--- src/rtl/uart_loopback_fifo.sv ---
// UART loopback bridge: serial receive into a circular FIFO, optional per-word
// transform at pop time, and retransmission with flow control and sticky error flags.
module uart_loopback_fifo #(
    parameter int IN_FREQ    = 220052,
    parameter int OUT_FREQ   = 96,
    parameter int DATA_BITS  = 8,
    parameter int FIFO_DEPTH = 16,
    parameter int STOP_BITS  = 1
) (
    input  logic                          clk,
    input  logic                          reset,
    input  logic                          rx,
    input  logic [1:0]                    mode,
    input  logic                          tx_en,
    input  logic                          clear_flags,
    output logic                          tx,
    output logic                          tx_busy,
    output logic                          rx_strobe,
    output logic [$clog2(FIFO_DEPTH):0]   fifo_count,
    output logic                          overflow,
    output logic                          frame_err
);
    localparam int CPB = IN_FREQ / OUT_FREQ;
    localparam int AW  = $clog2(FIFO_DEPTH);
    localparam int CW  = $clog2(STOP_BITS * CPB + 1);
    localparam int BW  = $clog2(DATA_BITS + 1);
    localparam logic [CW-1:0] BIT_END  = CW'(CPB - 1);
    localparam logic [CW-1:0] HALF_END = CW'(CPB / 2 - 1);
    localparam logic [CW-1:0] STOP_END = CW'(STOP_BITS * CPB - 1);
    localparam logic [BW-1:0] LAST_BIT = BW'(DATA_BITS - 1);
    localparam logic [AW:0]   FULL_CNT = (AW+1)'(FIFO_DEPTH);

    typedef enum logic [2:0] {RX_IDLE, RX_START, RX_DATA, RX_STOP, RX_WAIT} rx_state_t;
    typedef enum logic [1:0] {TX_IDLE, TX_START, TX_DATA, TX_STOP} tx_state_t;

    // Case swap only makes sense for 8-bit ASCII; other widths pass through.
    function automatic logic [DATA_BITS-1:0] xform(input logic [1:0] m, input logic [DATA_BITS-1:0] w);
        logic [8:0] wx;
        logic [DATA_BITS-1:0] r;
        wx = 9'(w);
        r  = w;
        case (m)
            2'b01:   r = ~w;
            2'b10:   if (DATA_BITS == 8 && ((wx >= 9'h041 && wx <= 9'h05A) || (wx >= 9'h061 && wx <= 9'h07A)))
                         r = DATA_BITS'(wx ^ 9'h020);
                     else
                         r = w;
            default: r = w;
        endcase
        return r;
    endfunction

    logic rx_meta_q, rx_sync_q, rx_prev_q;
    rx_state_t rx_state_q, rx_state_d;
    logic [CW-1:0] rx_cnt_q, rx_cnt_d;
    logic [BW-1:0] rx_bit_q, rx_bit_d;
    logic [DATA_BITS-1:0] rx_shift_q, rx_shift_d;
    tx_state_t tx_state_q, tx_state_d;
    logic [CW-1:0] tx_cnt_q, tx_cnt_d;
    logic [BW-1:0] tx_bit_q, tx_bit_d;
    logic [DATA_BITS-1:0] tx_shift_q, tx_shift_d;
    logic tx_q, tx_d, tx_busy_q, tx_busy_d, rx_strobe_q, rx_strobe_d;
    logic overflow_q, overflow_d, frame_err_q, frame_err_d;
    logic [AW-1:0] wr_ptr_q, wr_ptr_d, rd_ptr_q, rd_ptr_d;
    logic [AW:0] count_q, count_d;
    logic [DATA_BITS-1:0] mem_q [FIFO_DEPTH];
    logic push_s, pop_s, full_s, ovf_set_s, ferr_set_s;

    assign full_s = (count_q == FULL_CNT);
    assign pop_s  = (tx_state_q == TX_IDLE) && tx_en && (count_q != '0);

    // Receiver: sample mid-bit from the start-bit midpoint; a full FIFO still accepts if a pop coincides.
    always_comb begin
        rx_state_d = rx_state_q;
        rx_cnt_d   = rx_cnt_q + CW'(1);
        rx_bit_d   = rx_bit_q;
        rx_shift_d = rx_shift_q;
        push_s     = 1'b0;
        ovf_set_s  = 1'b0;
        ferr_set_s = 1'b0;
        case (rx_state_q)
            RX_IDLE: begin
                rx_cnt_d = '0;
                if (rx_prev_q && !rx_sync_q) rx_state_d = RX_START;
                else                         rx_state_d = RX_IDLE;
            end
            RX_START: begin
                if (rx_cnt_q == HALF_END) begin
                    rx_cnt_d   = '0;
                    rx_bit_d   = '0;
                    rx_state_d = rx_sync_q ? RX_IDLE : RX_DATA;
                end
            end
            RX_DATA: begin
                if (rx_cnt_q == BIT_END) begin
                    rx_cnt_d   = '0;
                    rx_shift_d = {rx_sync_q, rx_shift_q[DATA_BITS-1:1]};
                    if (rx_bit_q == LAST_BIT) rx_state_d = RX_STOP;
                    else                      rx_bit_d   = rx_bit_q + BW'(1);
                end
            end
            RX_STOP: begin
                if (rx_cnt_q == BIT_END) begin
                    rx_cnt_d = '0;
                    if (!rx_sync_q) begin
                        ferr_set_s = 1'b1;
                        rx_state_d = RX_WAIT;
                    end else begin
                        rx_state_d = RX_IDLE;
                        if (!full_s || pop_s) push_s    = 1'b1;
                        else                  ovf_set_s = 1'b1;
                    end
                end
            end
            RX_WAIT: begin
                rx_cnt_d   = '0;
                rx_state_d = rx_sync_q ? RX_IDLE : RX_WAIT;
            end
            default: rx_state_d = RX_IDLE;
        endcase
    end

    // Transmitter: a drop-mode pop consumes the word without leaving idle.
    always_comb begin
        tx_state_d = tx_state_q;
        tx_cnt_d   = tx_cnt_q + CW'(1);
        tx_bit_d   = tx_bit_q;
        tx_shift_d = tx_shift_q;
        tx_d       = tx_q;
        tx_busy_d  = tx_busy_q;
        case (tx_state_q)
            TX_IDLE: begin
                tx_cnt_d  = '0;
                tx_d      = 1'b1;
                tx_busy_d = 1'b0;
                if (pop_s && mode != 2'b11) begin
                    tx_state_d = TX_START;
                    tx_d       = 1'b0;
                    tx_busy_d  = 1'b1;
                    tx_shift_d = xform(mode, mem_q[rd_ptr_q]);
                end
            end
            TX_START: begin
                if (tx_cnt_q == BIT_END) begin
                    tx_cnt_d   = '0;
                    tx_bit_d   = '0;
                    tx_d       = tx_shift_q[0];
                    tx_state_d = TX_DATA;
                end
            end
            TX_DATA: begin
                if (tx_cnt_q == BIT_END) begin
                    tx_cnt_d   = '0;
                    tx_shift_d = tx_shift_q >> 1;
                    if (tx_bit_q == LAST_BIT) begin
                        tx_d       = 1'b1;
                        tx_state_d = TX_STOP;
                    end else begin
                        tx_d     = tx_shift_q[1];
                        tx_bit_d = tx_bit_q + BW'(1);
                    end
                end
            end
            TX_STOP: begin
                if (tx_cnt_q == STOP_END) begin
                    tx_cnt_d   = '0;
                    tx_busy_d  = 1'b0;
                    tx_state_d = TX_IDLE;
                end
            end
            default: tx_state_d = TX_IDLE;
        endcase
    end

    // FIFO bookkeeping and sticky flags; a set event beats a same-cycle clear.
    always_comb begin
        wr_ptr_d    = push_s ? wr_ptr_q + AW'(1) : wr_ptr_q;
        rd_ptr_d    = pop_s  ? rd_ptr_q + AW'(1) : rd_ptr_q;
        count_d     = count_q + (AW+1)'(push_s) - (AW+1)'(pop_s);
        rx_strobe_d = push_s;
        if (ovf_set_s)        overflow_d = 1'b1;
        else if (clear_flags) overflow_d = 1'b0;
        else                  overflow_d = overflow_q;
        if (ferr_set_s)       frame_err_d = 1'b1;
        else if (clear_flags) frame_err_d = 1'b0;
        else                  frame_err_d = frame_err_q;
    end

    // State registers, including the rx synchronizer.
    always_ff @(posedge clk or posedge reset) begin
        if (reset) begin
            rx_meta_q   <= 1'b1;
            rx_sync_q   <= 1'b1;
            rx_prev_q   <= 1'b1;
            rx_state_q  <= RX_IDLE;
            rx_cnt_q    <= '0;
            rx_bit_q    <= '0;
            rx_shift_q  <= '0;
            tx_state_q  <= TX_IDLE;
            tx_cnt_q    <= '0;
            tx_bit_q    <= '0;
            tx_shift_q  <= '0;
            tx_q        <= 1'b1;
            tx_busy_q   <= 1'b0;
            rx_strobe_q <= 1'b0;
            overflow_q  <= 1'b0;
            frame_err_q <= 1'b0;
            wr_ptr_q    <= '0;
            rd_ptr_q    <= '0;
            count_q     <= '0;
        end else begin
            rx_meta_q   <= rx;
            rx_sync_q   <= rx_meta_q;
            rx_prev_q   <= rx_sync_q;
            rx_state_q  <= rx_state_d;
            rx_cnt_q    <= rx_cnt_d;
            rx_bit_q    <= rx_bit_d;
            rx_shift_q  <= rx_shift_d;
            tx_state_q  <= tx_state_d;
            tx_cnt_q    <= tx_cnt_d;
            tx_bit_q    <= tx_bit_d;
            tx_shift_q  <= tx_shift_d;
            tx_q        <= tx_d;
            tx_busy_q   <= tx_busy_d;
            rx_strobe_q <= rx_strobe_d;
            overflow_q  <= overflow_d;
            frame_err_q <= frame_err_d;
            wr_ptr_q    <= wr_ptr_d;
            rd_ptr_q    <= rd_ptr_d;
            count_q     <= count_d;
        end
    end

    // FIFO storage; contents are don't-care after reset since pointers clear.
    always_ff @(posedge clk) begin
        if (push_s) mem_q[wr_ptr_q] <= rx_shift_q;
    end

    assign tx         = tx_q;
    assign tx_busy    = tx_busy_q;
    assign rx_strobe  = rx_strobe_q;
    assign fifo_count = count_q;
    assign overflow   = overflow_q;
    assign frame_err  = frame_err_q;
endmodule

--- config.mk ---
export PLATFORM = sky130hd
export DESIGN_NAME = uart_loopback_fifo
export DESIGN_NICKNAME = d
export VERILOG_FILES = /design/src/rtl/uart_loopback_fifo.sv
export SDC_FILE = /design/constraint.sdc
export NUM_CORES = 1
export LEC_CHECK = 0
export BUFFER_PORTS_ARGS = -buffer_cell sky130_fd_sc_hd__buf_2
export CORE_UTILIZATION = 35
export CTS_BUF_LIST = sky130_fd_sc_hd__clkbuf_16
export CTS_CLUSTER_DIAMETER = 100
export DETAILED_ROUTE_END_ITERATION = 6
export PLACE_DENSITY = 0.49
export RECOVER_POWER = 100
export SYNTH_ARGS = -nofsm -noshare
export SYNTH_HDL_FRONTEND = slang
export SYNTH_SLANG_ARGS = --single-unit
--- constraint.sdc ---
create_clock -name clk -period 3.9 [get_ports clk]
set_input_delay 0.78 -clock clk [delete_from_list [all_inputs] [get_ports clk]]
set_output_delay 0.78 -clock clk [all_outputs]
set_load 0.03 [all_outputs]
==> metrics.txt <==
CTS Buffer Depth=3; maxcap violations=2; period utilisation layout=0.8768; CP max stage delay=0.46 ns; Die Span Y=between 150 and 200 um; total grt overflow=0; Post-route DRC=0; CTS sink cnt=202; GRT Overall Usage=0.1461; Vias=5008; largest area contributor in the netlist=edfxtp_1; Area growth syn-to-layout=12.43%; Post-Route WL=18.25 mm; synthesis warning total=0; Setup-failing EPs final=0; drt pass-1 iters=5; Worst Tran Pin Value=2.173 ns; cell mode on critical path=inv_1; clk_skew=0.01290 ns; post-route ant nets=0; CTS tree=built; met3 routed WL=roughly 760 um; post-cts resize count=0; Worst IR Drop VDD=between 0.0002 and 0.00025 V; Req. time, crit path=~4.3 ns; worst-case reg-to-reg path depth=16; Std-Cell Core Area=24530 sq um; Cells after Synth=607; DRT iter0 DRCs=384; leakage power=4.067 nW; clk root buf=clkbuf_16; Synth area leaders=edfxtp_1 44%, dfrtp_1 20%, mux4_2 6.1%; post-synth top area share=0.4350; Clk Latency, worst-skew pair=0.50 ns; sequential area share after synthesis=0.6451; ys async rst share=0.3663; Main synth FF type=edfxtp_1; first-pass GRT wire length=between 20 and 30 mm; maximum clock rate=292.5 MHz; CP Launch Type=flop; M1 WL=roughly 8.7 mm; CTS Hold Bufs=0; number of enable flip-flop cells after synthesis=128; number of I/O port buffers=16; Tmin final=3.419 ns; largest net degree at the start of global routing=49; layout cells sized above 1=0.1206; Min-Delay Path Class=flop to flop; WS Path Type=flop to flop; outcome=finished with violations; critical path, cell by cell=ha_1, nand4bb_1, nor4_4, or3b_1, inv_1, nand3_2, ha_1, inv_1, ha_1, inv_1, fa_1, inv_1, a21oi_1, nor2_1, nor2_1, xnor2_1; Top Metal Used=met4; failing checks=max-capacitance violations, max-slew violations; die area=approximately 26000 sq um; Power Dens Cells=440.4 nW/um^2; vias in the first global route=5143; Nets=671; I/O pins=17; Wirelength per Cell=between 15 and 20 um; Post-DP HPWL=12.13 mm; die span in x=around 160 um; crit path DAT=3.81 ns; row cnt=57; Via density=5.115; critical path endpoint category=flop; Clock transition at path regs=0.06 ns; n_diodes=0; Slew Viols, Final=77; htree depth=1; synthesized area=about 8800 sq um; Yosys cell types=61; initial antenna violation count=0; hold path depth=0; syn avg cell area=14.56 sq um; initial core utilization=0.3602; most frequent cells after synthesis=128 x edfxtp_1, 70 x dfrtp_1, 47 x nor2_1; Num CTS Buffers=23; Rel. slew slack=-0.4568; Cells after DPL=938; final setup TNS=0 ns; GPL Wtd Cong=0.7644; CP max-delay cell=or3b_1; post-synth net total=639; final hold viol count=0; Post-Layout Cell Count=979; RSZ-0062 raised after global routing=no; flops & latches, synth=202; post-CTS setup repair buffer count=0; most frequent cell after synthesis=edfxtp_1; Max FO, Critical Path=8; met2 WL=8.482 mm; Overall Power=4.375 mW
per-stage QoR:
step,utilization,area [sq um],setup WS (ns),hold WS [ns]
detailed placement,0.3789,9295,0.4904,0.3472
global route,0.4049,9935,0.1562,0.3543
floorplan,-,8836,0.8516,0.3452
CTS,0.4065,9973,0.4625,0.3553
finish,0.4049,9935,0.4806,0.3603
global placement,0.3789,9295,0.5219,0.3468
logic make-up after synthesis:
family	count (synthesis)	share of synthesized area
buf+inv	50	0.02492
fa+ha+maj	25	0.03625
xor+xnor	29	0.02875
mux	49	0.1090
simple gates	174	0.09997
flops	202	0.6451
compound gates	78	0.05593
critical path: cells and delay by family (launching register included):
family                     cells  cell delay, ns
xor gates and xnor gates       1            0.11
adders and majority gates      4            1.14
buffers and inverters          4            0.26
AOI/OAI and AO/OA              1            0.06
and+or+nand+nor                6            1.30
DFF                            1            0.41
power by group:
part	internal [mW]	switching [mW]
logic	0.0409	0.0597
registers	2.29	0.0349
clock network	1.13	0.823
registers in the layout, indices dropped and copies added, names as in the netlist:
register	flops
rx_sync_q	1
tx	1
tx_shift_q	8
wr_ptr_q	4
tx_cnt_q	12
fifo_count	5
rx_strobe	1
mem_q	128
frame_err	1
rx_cnt_q	12
rx_bit_q	4
tx_state_q	2
tx_busy	1
rx_meta_q	1
rx_shift_q	8
rd_ptr_q	4
tx_bit_q	4
overflow	1
rx_prev_q	1
rx_state_q	3
worst paths after layout:
| check | from | end | slack [ns] |
|---|---|---|---|
| max | rx_cnt_q[0] | fifo_count[4] | 0.48 |
| min | rx_meta_q | rx_sync_q | 0.36 |
| max reg2reg | rx_cnt_q[0] | fifo_count[4] | 0.48 |
| min reg2reg | rx_meta_q | rx_sync_q | 0.36 |
| max in group asynchronous | reset | rd_ptr_q[0] | 0.90 |
| min in group asynchronous | reset | rx_cnt_q[3] | 0.86 |
placed cells by master (no fill, tap or decap), drive strengths merged, types with 2 or more instances in the layout:
master / n
a21o: 4
a21oi: 14
a221o: 2
a22o: 2
a22oi: 8
a311oi: 2
and2: 9
and3: 7
and4: 3
buf: 9
clkbuf: 40
clkinv: 12
clkinvlp: 2
dfrtp: 70
dfstp: 4
edfxtp: 128
ha: 24
inv: 34
mux2: 8
mux2i: 7
mux4: 34
nand2: 45
nand2b: 4
nand3: 24
nand4: 5
nand4bb: 2
nor2: 47
nor3: 4
nor3b: 3
nor4: 6
nor4bb: 2
o211ai: 2
o21a: 2
o21ai: 30
o22ai: 2
o31ai: 3
or2: 3
or3: 3
xnor2: 15
xor2: 14
metal layers:
| layer | track usage | vias up |
|---|---|---|
| met5 | 0 | - |
| met4 | 0.03731 | 0 |
| met3 | 0.02660 | 28 |
| met2 | 0.2284 | 86 |
| met1 | 0.2097 | 2549 |
| li1 | - | 2345 |
final cells by class:
type | instances | area (sq um)
Clock inverter | 18 | 102.6
Inverter | 31 | 117.6
Multi-Input combinational cell | 355 | 2915
Tap cell | 324 | 405.4
Fill cell | 2282 | 14600
Clock buffer | 23 | 575.6
Sequential cell | 202 | 5700
Timing Repair Buffer | 26 | 117.6
(Power assumes the default switching activity.)
